==> config.mk <==
export PLATFORM = sky130hd
export DESIGN_NAME = uart_tx_fifo_cfg_flat
export DESIGN_NICKNAME = d
export VERILOG_FILES = /design/src/rtl/utils.sv /design/src/rtl/uart_tx_fifo_cfg_pkg.sv /design/src/rtl/uart_tx_fifo_cfg_if.sv /design/src/rtl/uart_fifo.sv /design/src/rtl/uart_tx_fifo_cfg.sv /design/src/flat_wrapper.sv
export SDC_FILE = /design/constraint.sdc
export NUM_CORES = 1
export LEC_CHECK = 0
export CAP_MARGIN = 0
export CORE_AREA = 10 10 98 100
export DETAILED_ROUTE_END_ITERATION = 8
export DIE_AREA = 0 0 108 110
export GPL_ROUTABILITY_DRIVEN = 0
export HOLD_SLACK_MARGIN = 0.1
export PLACE_DENSITY_LB_ADDON = 0.25
export SYNTH_ARGS = -nofsm -noshare
export SYNTH_HDL_FRONTEND = slang
export SYNTH_SLANG_ARGS = --single-unit
==> constraint.sdc <==
create_clock -name clk -period 4.2 [get_ports clk]
set_clock_uncertainty 0.05 [all_clocks]
set_input_delay 0.63 -clock clk [delete_from_list [all_inputs] [get_ports clk]]
set_output_delay 0.63 -clock clk [all_outputs]
set_load 0.01 [all_outputs]
==> src/rtl/utils.sv <==
// Shared project constants and types.
//   CLK_PER_HALF_BIT : board clocks per half UART bit
//   DEFAULT_DIV      : reset-time divisor (clocks per bit minus 1)
//   parity_t         : UART parity selection
package utils;

   localparam int unsigned CLK_PER_HALF_BIT = 217;
   localparam int unsigned DEFAULT_DIV      = CLK_PER_HALF_BIT * 2 - 1;

   // Encoding 3 is unused and behaves as NONE.
   typedef enum logic [1:0] {
      NONE = 2'd0,
      EVEN = 2'd1,
      ODD  = 2'd2
   } parity_t;

endpackage

==> src/rtl/uart_tx_fifo_cfg_pkg.sv <==
// Helpers for the UART transmitter.
//   MAX_DATA_WIDTH : widest supported data field
//   parity_enabled : true when a parity bit is appended
//   parity_bit     : parity bit value for a zero-extended data word
package uart_tx_fifo_cfg_pkg;

   localparam int unsigned MAX_DATA_WIDTH = 9;

   function automatic logic parity_enabled(utils::parity_t p);
      return (p == utils::EVEN) || (p == utils::ODD);
   endfunction

   // Zero padding above DATA_WIDTH does not change the XOR.
   function automatic logic parity_bit(logic [MAX_DATA_WIDTH-1:0] d, utils::parity_t p);
      return (p == utils::ODD) ? ~(^d) : (^d);
   endfunction

endpackage

==> src/rtl/uart_tx_fifo_cfg_if.sv <==
// Producer-facing bus of the UART transmitter.
//   cfg_div/cfg_parity/cfg_stop2 : frame format
//   s_data/s_valid/s_ready       : push handshake
//   tx_busy/fifo_level           : status
//   txd                          : serial line
interface uart_tx_fifo_cfg_if #(
   parameter int unsigned DATA_WIDTH = 8,
   parameter int unsigned FIFO_DEPTH = 4,
   parameter int unsigned DIV_WIDTH  = 16
);
   localparam int unsigned LVL_W = $clog2(FIFO_DEPTH + 1);

   logic [DIV_WIDTH-1:0]  cfg_div;
   utils::parity_t        cfg_parity;
   logic                  cfg_stop2;
   logic [DATA_WIDTH-1:0] s_data;
   logic                  s_valid;
   logic                  s_ready;
   logic                  tx_busy;
   logic [LVL_W-1:0]      fifo_level;
   logic                  txd;

   modport master (
      output cfg_div, cfg_parity, cfg_stop2, s_data, s_valid,
      input  s_ready, tx_busy, fifo_level, txd
   );

   modport slave (
      input  cfg_div, cfg_parity, cfg_stop2, s_data, s_valid,
      output s_ready, tx_busy, fifo_level, txd
   );
endinterface

==> src/rtl/uart_fifo.sv <==
// Synchronous FIFO with registered pointers.
//   clk, rst : clock, async active-high reset
//   push_i/data_i : write (ignored when full)
//   pop_i/data_o  : read head (ignored when empty)
//   full_o/empty_o/level_o : occupancy
module uart_fifo #(
   parameter int unsigned WIDTH = 8,
   parameter int unsigned DEPTH = 4
) (
   input  logic                         clk,
   input  logic                         rst,
   input  logic                         push_i,
   input  logic [WIDTH-1:0]             data_i,
   input  logic                         pop_i,
   output logic [WIDTH-1:0]             data_o,
   output logic                         full_o,
   output logic                         empty_o,
   output logic [$clog2(DEPTH+1)-1:0]   level_o
);
   localparam int unsigned AW    = $clog2(DEPTH);
   localparam int unsigned LVL_W = $clog2(DEPTH + 1);

   logic [WIDTH-1:0] mem_q [DEPTH];
   logic [AW:0]      wr_q, wr_d, rd_q, rd_d;
   logic [AW:0]      used;
   logic             push_ok, pop_ok;

   // Extra pointer bit distinguishes full from empty.
   assign used    = wr_q - rd_q;
   assign full_o  = (used == (AW+1)'(DEPTH));
   assign empty_o = (wr_q == rd_q);
   assign level_o = LVL_W'(used);
   assign data_o  = mem_q[rd_q[AW-1:0]];

   assign push_ok = push_i && !full_o;
   assign pop_ok  = pop_i && !empty_o;

   always_comb begin
      wr_d = wr_q;
      rd_d = rd_q;
      if (push_ok) wr_d = wr_q + 1'b1;
      if (pop_ok)  rd_d = rd_q + 1'b1;
   end

   always_ff @(posedge clk or posedge rst) begin
      if (rst) begin
         wr_q <= '0;
         rd_q <= '0;
      end else begin
         wr_q <= wr_d;
         rd_q <= rd_d;
      end
   end

   // Storage needs no reset; pointers define validity.
   always_ff @(posedge clk) begin
      if (push_ok) mem_q[wr_q[AW-1:0]] <= data_i;
   end
endmodule

==> src/rtl/uart_tx_fifo_cfg.sv <==
// UART transmitter with transmit FIFO and per-frame latched format.
//   clk, rst : clock, async active-high reset
//   bus      : config, push handshake, status and txd (slave side)
module uart_tx_fifo_cfg
   import utils::*;
   import uart_tx_fifo_cfg_pkg::*;
#(
   parameter int unsigned DATA_WIDTH = 8,
   parameter int unsigned FIFO_DEPTH = 4,
   parameter int unsigned DIV_WIDTH  = 16
) (
   input  logic                 clk,
   input  logic                 rst,
   uart_tx_fifo_cfg_if.slave    bus
);
   localparam int unsigned IDX_W = $clog2(DATA_WIDTH);
   localparam int unsigned LVL_W = $clog2(FIFO_DEPTH + 1);

   typedef enum logic [2:0] {IDLE, START, DATA, PARITY, STOP} state_t;

   state_t                state_q, state_d;
   logic [DIV_WIDTH-1:0]  timer_q, timer_d;
   logic [DIV_WIDTH-1:0]  div_q, div_d;
   logic [IDX_W-1:0]      bit_idx_q, bit_idx_d;
   logic [DATA_WIDTH-1:0] data_q, data_d;
   parity_t               par_q, par_d;
   logic                  stop2_q, stop2_d;
   logic                  stop_cnt_q, stop_cnt_d;
   logic                  txd_q, txd_d;
   logic                  busy_q, busy_d;

   logic [DATA_WIDTH-1:0] fifo_dout;
   logic                  fifo_full, fifo_empty;
   logic [LVL_W-1:0]      fifo_level;
   logic                  push, pop, load, bit_tc;

   assign push = bus.s_valid && !fifo_full;

   uart_fifo #(.WIDTH(DATA_WIDTH), .DEPTH(FIFO_DEPTH)) u_fifo (
      .clk     (clk),
      .rst     (rst),
      .push_i  (push),
      .data_i  (bus.s_data),
      .pop_i   (pop),
      .data_o  (fifo_dout),
      .full_o  (fifo_full),
      .empty_o (fifo_empty),
      .level_o (fifo_level)
   );

   assign bus.s_ready    = !fifo_full;
   assign bus.fifo_level = fifo_level;
   assign bus.txd        = txd_q;
   assign bus.tx_busy    = busy_q;

   assign bit_tc = (timer_q == div_q);

   // Next-state, frame sequencing and registered line value.
   always_comb begin
      state_d    = state_q;
      timer_d    = bit_tc ? '0 : timer_q + 1'b1;
      div_d      = div_q;
      bit_idx_d  = bit_idx_q;
      data_d     = data_q;
      par_d      = par_q;
      stop2_d    = stop2_q;
      stop_cnt_d = stop_cnt_q;
      load       = 1'b0;
      pop        = 1'b0;

      case (state_q)
         IDLE: begin
            timer_d = '0;
            if (!fifo_empty) load = 1'b1;
         end
         START: begin
            if (bit_tc) begin
               state_d   = DATA;
               bit_idx_d = '0;
            end
         end
         DATA: begin
            if (bit_tc) begin
               if (bit_idx_q == IDX_W'(DATA_WIDTH - 1)) begin
                  state_d    = parity_enabled(par_q) ? PARITY : STOP;
                  stop_cnt_d = 1'b0;
               end else begin
                  bit_idx_d = bit_idx_q + 1'b1;
               end
            end
         end
         PARITY: begin
            if (bit_tc) begin
               state_d    = STOP;
               stop_cnt_d = 1'b0;
            end
         end
         STOP: begin
            if (bit_tc) begin
               if (stop2_q && !stop_cnt_q) stop_cnt_d = 1'b1;
               else if (!fifo_empty)       load       = 1'b1;
               else                        state_d    = IDLE;
            end
         end
         default: state_d = IDLE;
      endcase

      // Pop the head word and freeze the format for the whole frame.
      if (load) begin
         pop     = 1'b1;
         data_d  = fifo_dout;
         div_d   = bus.cfg_div;
         par_d   = bus.cfg_parity;
         stop2_d = bus.cfg_stop2;
         timer_d = '0;
         state_d = START;
      end

      case (state_d)
         START:   txd_d = 1'b0;
         DATA:    txd_d = data_d[bit_idx_d];
         PARITY:  txd_d = parity_bit(MAX_DATA_WIDTH'(data_d), par_d);
         default: txd_d = 1'b1;
      endcase

      // Busy covers a word that is still queued after this edge.
      busy_d = (state_d != IDLE) || push || (!fifo_empty && !pop);
   end

   always_ff @(posedge clk or posedge rst) begin
      if (rst) begin
         state_q    <= IDLE;
         timer_q    <= '0;
         div_q      <= '0;
         bit_idx_q  <= '0;
         data_q     <= '0;
         par_q      <= NONE;
         stop2_q    <= 1'b0;
         stop_cnt_q <= 1'b0;
         txd_q      <= 1'b1;
         busy_q     <= 1'b0;
      end else begin
         state_q    <= state_d;
         timer_q    <= timer_d;
         div_q      <= div_d;
         bit_idx_q  <= bit_idx_d;
         data_q     <= data_d;
         par_q      <= par_d;
         stop2_q    <= stop2_d;
         stop_cnt_q <= stop_cnt_d;
         txd_q      <= txd_d;
         busy_q     <= busy_d;
      end
   end
endmodule

==> src/flat_wrapper.sv <==
// flat-port wrapper written by rule: the top's interface ports become plain ports
module uart_tx_fifo_cfg_flat import utils::*; import uart_tx_fifo_cfg_pkg::*;
#(
   parameter int unsigned DATA_WIDTH = 8,
   parameter int unsigned FIFO_DEPTH = 4,
   parameter int unsigned DIV_WIDTH  = 16
)
  (clk, rst, bus_cfg_div, bus_cfg_parity, bus_cfg_stop2, bus_s_data, bus_s_valid, bus_s_ready, bus_tx_busy, bus_fifo_level, bus_txd);
  uart_tx_fifo_cfg_if #(.DATA_WIDTH(DATA_WIDTH), .FIFO_DEPTH(FIFO_DEPTH), .DIV_WIDTH(DIV_WIDTH)) bus_i ();
  input  logic clk;
  input  logic rst;
  input wire logic [$bits(bus_i.cfg_div)-1:0] bus_cfg_div;
  input wire logic [$bits(bus_i.cfg_parity)-1:0] bus_cfg_parity;
  input wire logic [$bits(bus_i.cfg_stop2)-1:0] bus_cfg_stop2;
  input wire logic [$bits(bus_i.s_data)-1:0] bus_s_data;
  input wire logic [$bits(bus_i.s_valid)-1:0] bus_s_valid;
  output wire logic [$bits(bus_i.s_ready)-1:0] bus_s_ready;
  output wire logic [$bits(bus_i.tx_busy)-1:0] bus_tx_busy;
  output wire logic [$bits(bus_i.fifo_level)-1:0] bus_fifo_level;
  output wire logic [$bits(bus_i.txd)-1:0] bus_txd;
  assign bus_i.cfg_div = bus_cfg_div;
  assign bus_i.cfg_parity = bus_cfg_parity;
  assign bus_i.cfg_stop2 = bus_cfg_stop2;
  assign bus_i.s_data = bus_s_data;
  assign bus_i.s_valid = bus_s_valid;
  assign bus_s_ready = bus_i.s_ready;
  assign bus_tx_busy = bus_i.tx_busy;
  assign bus_fifo_level = bus_i.fifo_level;
  assign bus_txd = bus_i.txd;
  uart_tx_fifo_cfg #(.DATA_WIDTH(DATA_WIDTH), .FIFO_DEPTH(FIFO_DEPTH), .DIV_WIDTH(DIV_WIDTH)) u_core (.clk(clk), .rst(rst), .bus(bus_i));
endmodule
==> results.json <==
{
  "status": "completed",
  "power.net_switching_w": 0.000626,
  "synth_nets": 351,
  "maxCapViolations": 0,
  "synth-seq-cells": 90,
  "critPathTopFamily": "simple AND/OR/NAND/NOR gates",
  "grt_start_max_net_pins": 32,
  "powerDensity_nw_per_um2": 437,
  "hp-class": "reg2reg",
  "worstSetupPathType": "reg2reg",
  "drive_above_1_share": 0.169,
  "finalCriticalPeriod_ps": 3590,
  "syn-cell-area_sq_um": 4160,
  "reg2regPathDepth": 10,
  "cp_max_fo": 17,
  "synth_cells": 311,
  "grt_overflow": 0,
  "crit_top_cell": "xnor2_1",
  "synth_ff_type": "dfrtp_1",
  "whs_path_depth": 1,
  "post-route-period-util": 0.856,
  "rows": 32,
  "setup_violations": 0,
  "clock_power_share": 0.274,
  "comb_power_share": 0.198,
  "cts_sinks": 90,
  "diodes": 0,
  "clock_latency_ps": 360,
  "die_h_um": 110,
  "async_reset_ff_frac": 0.644,
  "cts_buffers": 9,
  "wl_per_cell_um": 16.7,
  "grt_pass1_vias": 2590,
  "slew_headroom": 0.509,
  "intPower_w": 0.00148,
  "most-common-layout-cells": "57 x dfrtp_1, 35 x clkdlybuf4s50_1, 32 x edfxtp_1, 28 x xnor2_1, 27 x mux2_2",
  "drv_slew": 0,
  "finalInstanceArea_sq_um": 4810,
  "synth_cell_types": 44,
  "nets": 391,
  "ctsHtreeMaxLevel": 3,
  "grt_pass1_wl_um": 12800,
  "tightest_slew_ps": 730,
  "yosys_warnings": 0,
  "synth.avg_cell_area_sq_um": 13.4,
  "seqPwrFrac": 0.528,
  "cts_tree": "done",
  "ios": 36,
  "die_x_um": 108,
  "finalSetupTns_ps": 0,
  "critical_path.max_stage_delay_ps": 720,
  "drc": 0,
  "cp_data_required_time_ps": 4440,
  "drt_iter0_markers": 107,
  "postCtsSetupRepairBufs": 0,
  "cts_root_buf": "clkbuf_8",
  "reg2reg_setup_slack_ps": 610,
  "dieArea_sq_um": 11900,
  "synth_edf_count": 32,
  "clockBufferDepth": 2,
  "holdPathEnd": "u_core.u_fifo.rd_q[2]",
  "arrival_ps": 3840,
  "crit_slowest_cell": "or4_1",
  "clock.fmax_mhz": 278,
  "r2r-end": "u_core.bus.txd",
  "numPortBuffers": 35,
  "worst_hold_slack_ps": 455,
  "rsz0062_at_grt": "no",
  "crit_path_start_kind": "flop",
  "placed_area_sq_um": 4620,
  "core_sq_um": 7650,
  "p_leak_nw": 1.88,
  "ant_nets": 0,
  "r2r-start": "u_core.timer_q[2]",
  "cts.repair.resized": 0,
  "start_util": 0.543,
  "syn_to_final_growth_pct": 15.8,
  "crit_buf_inv": 1,
  "antenna_found_initial": 0,
  "clk_pin_slew_ps": 100,
  "seq_area_frac_synth": 0.581,
  "routed_wl_um": 7640,
  "vias": 2460,
  "hpwl_um": 5560,
  "crit_chain": "xnor2_1 > nand4_1 > or4_1 > a21oi_4 > buf_4 > mux2_2 > xnor2_1 > xnor3_1 > xnor2_1 > a211o_1",
  "endpoint_kind": "flop",
  "firstDrtPassIters": 4,
  "layout_commonest_cell": "dfrtp_1",
  "ir_drop_mv": 0.383,
  "hp-start": "u_core.u_fifo.rd_q[2]",
  "switching_share": 0.297,
  "grt_usage": 0.138,
  "cts_hold_buffers": 0,
  "final-hold-violation-count": 0,
  "viasPerCell": 5.37
}
-- metal layers --
| layer | global-route usage | wire (um) | part of all wire |
|---|---|---|---|
| met3 | 0.0366 | 298 | 0.039 |
| met1 | 0.175 | 3400 | 0.45 |
| met4 | 0.0487 | 102 | 0.013 |
| met2 | 0.223 | 3830 | 0.50 |
| met5 | 0 | 0 | 0 |
-- logic make-up after synthesis --
kind of cell,share of synthesized area
multiplexers,0.131
XOR/XNOR,0.0952
buffers and inverters,0.0220
AO/OA/AOI/OAI,0.0500
AND/OR/NAND/NOR,0.0891
adder cells (fa/ha/maj),0.0319
flip-flops,0.581
-- power groups by stage --
stage	Combinational [W]	Sequential [W]	Clock, W
floorplan	0.000258	0.00111	0
finish	0.000417	0.00111	0.000577
global placement	0.000418	0.00112	0
detailed placement	0.000422	0.00113	0
global route	0.000468	0.00113	0.000629
CTS	0.000428	0.00111	0.000594
-- layout make-up --
class / count / area (sq um)
fill: 574 / 2840
sequential: 90 / 2410
multi-input combinational: 198 / 1650
timing repair buffer: 39 / 380
tap: 102 / 128
clock buffer: 9 / 124
clock inverter: 7 / 67.6
inverter: 13 / 48.8
-- metrics by stage --
stage	total power, W	util	instances	worst slack [ps]
final	0.00210	0.629	458	607
after global routing	0.00222	0.629	458	393
after CTS	0.00213	0.629	458	612
after detailed placement	0.00155	0.604	442	623
after global placement	0.00154	0.604	442	672
after floorplan	0.00137	-	311	1160
-- synthesized netlist by cell type, drive strengths merged, types with 6 or more instances --
| cell type | n | share of area |
|---|---|---|
| edfxtp | 32 | 0.23 |
| dfrtp | 57 | 0.34 |
| nand3 | 11 | 0.013 |
| mux4 | 8 | 0.043 |
| and3 | 9 | 0.014 |
| mux2i | 6 | 0.014 |
| nor2 | 23 | 0.021 |
| mux2 | 27 | 0.073 |
| inv | 13 | 0.012 |
| ha | 9 | 0.027 |
| xnor2 | 28 | 0.059 |
| clkbuf | 7 | 0.0063 |
| nand2 | 15 | 0.014 |
| xor2 | 12 | 0.025 |
| a21oi | 8 | 0.012 |
-- worst max path at each step --
| stage | start | to | slack, ps | cells past startpoint |
|---|---|---|---|---|
| floorplan | u_core.timer_q[2] | u_core.bus.txd | 1160 | 11 |
| global placement | u_core.timer_q[2] | u_core.bus.txd | 670 | 10 |
| detailed placement | u_core.timer_q[2] | u_core.bus.txd | 620 | 10 |
| CTS | u_core.timer_q[2] | u_core.bus.txd | 610 | 10 |
| global route | u_core.timer_q[10] | u_core.bus.txd | 390 | 10 |
| finish | u_core.timer_q[2] | u_core.bus.txd | 610 | 10 |
-- flip-flops by register name (all words and copies together), names as in the netlist, 3 cells and up --
signal,cells
u_core.div_q,16
u_core.data_q,8
u_core.u_fifo.rd_q,3
u_core.timer_q,16
u_core.u_fifo.wr_q,3
u_core.u_fifo.mem_q,32
u_core.state_q,3
u_core.bit_idx_q,3
No activity file was read; power rests on OpenSTA's default activity.
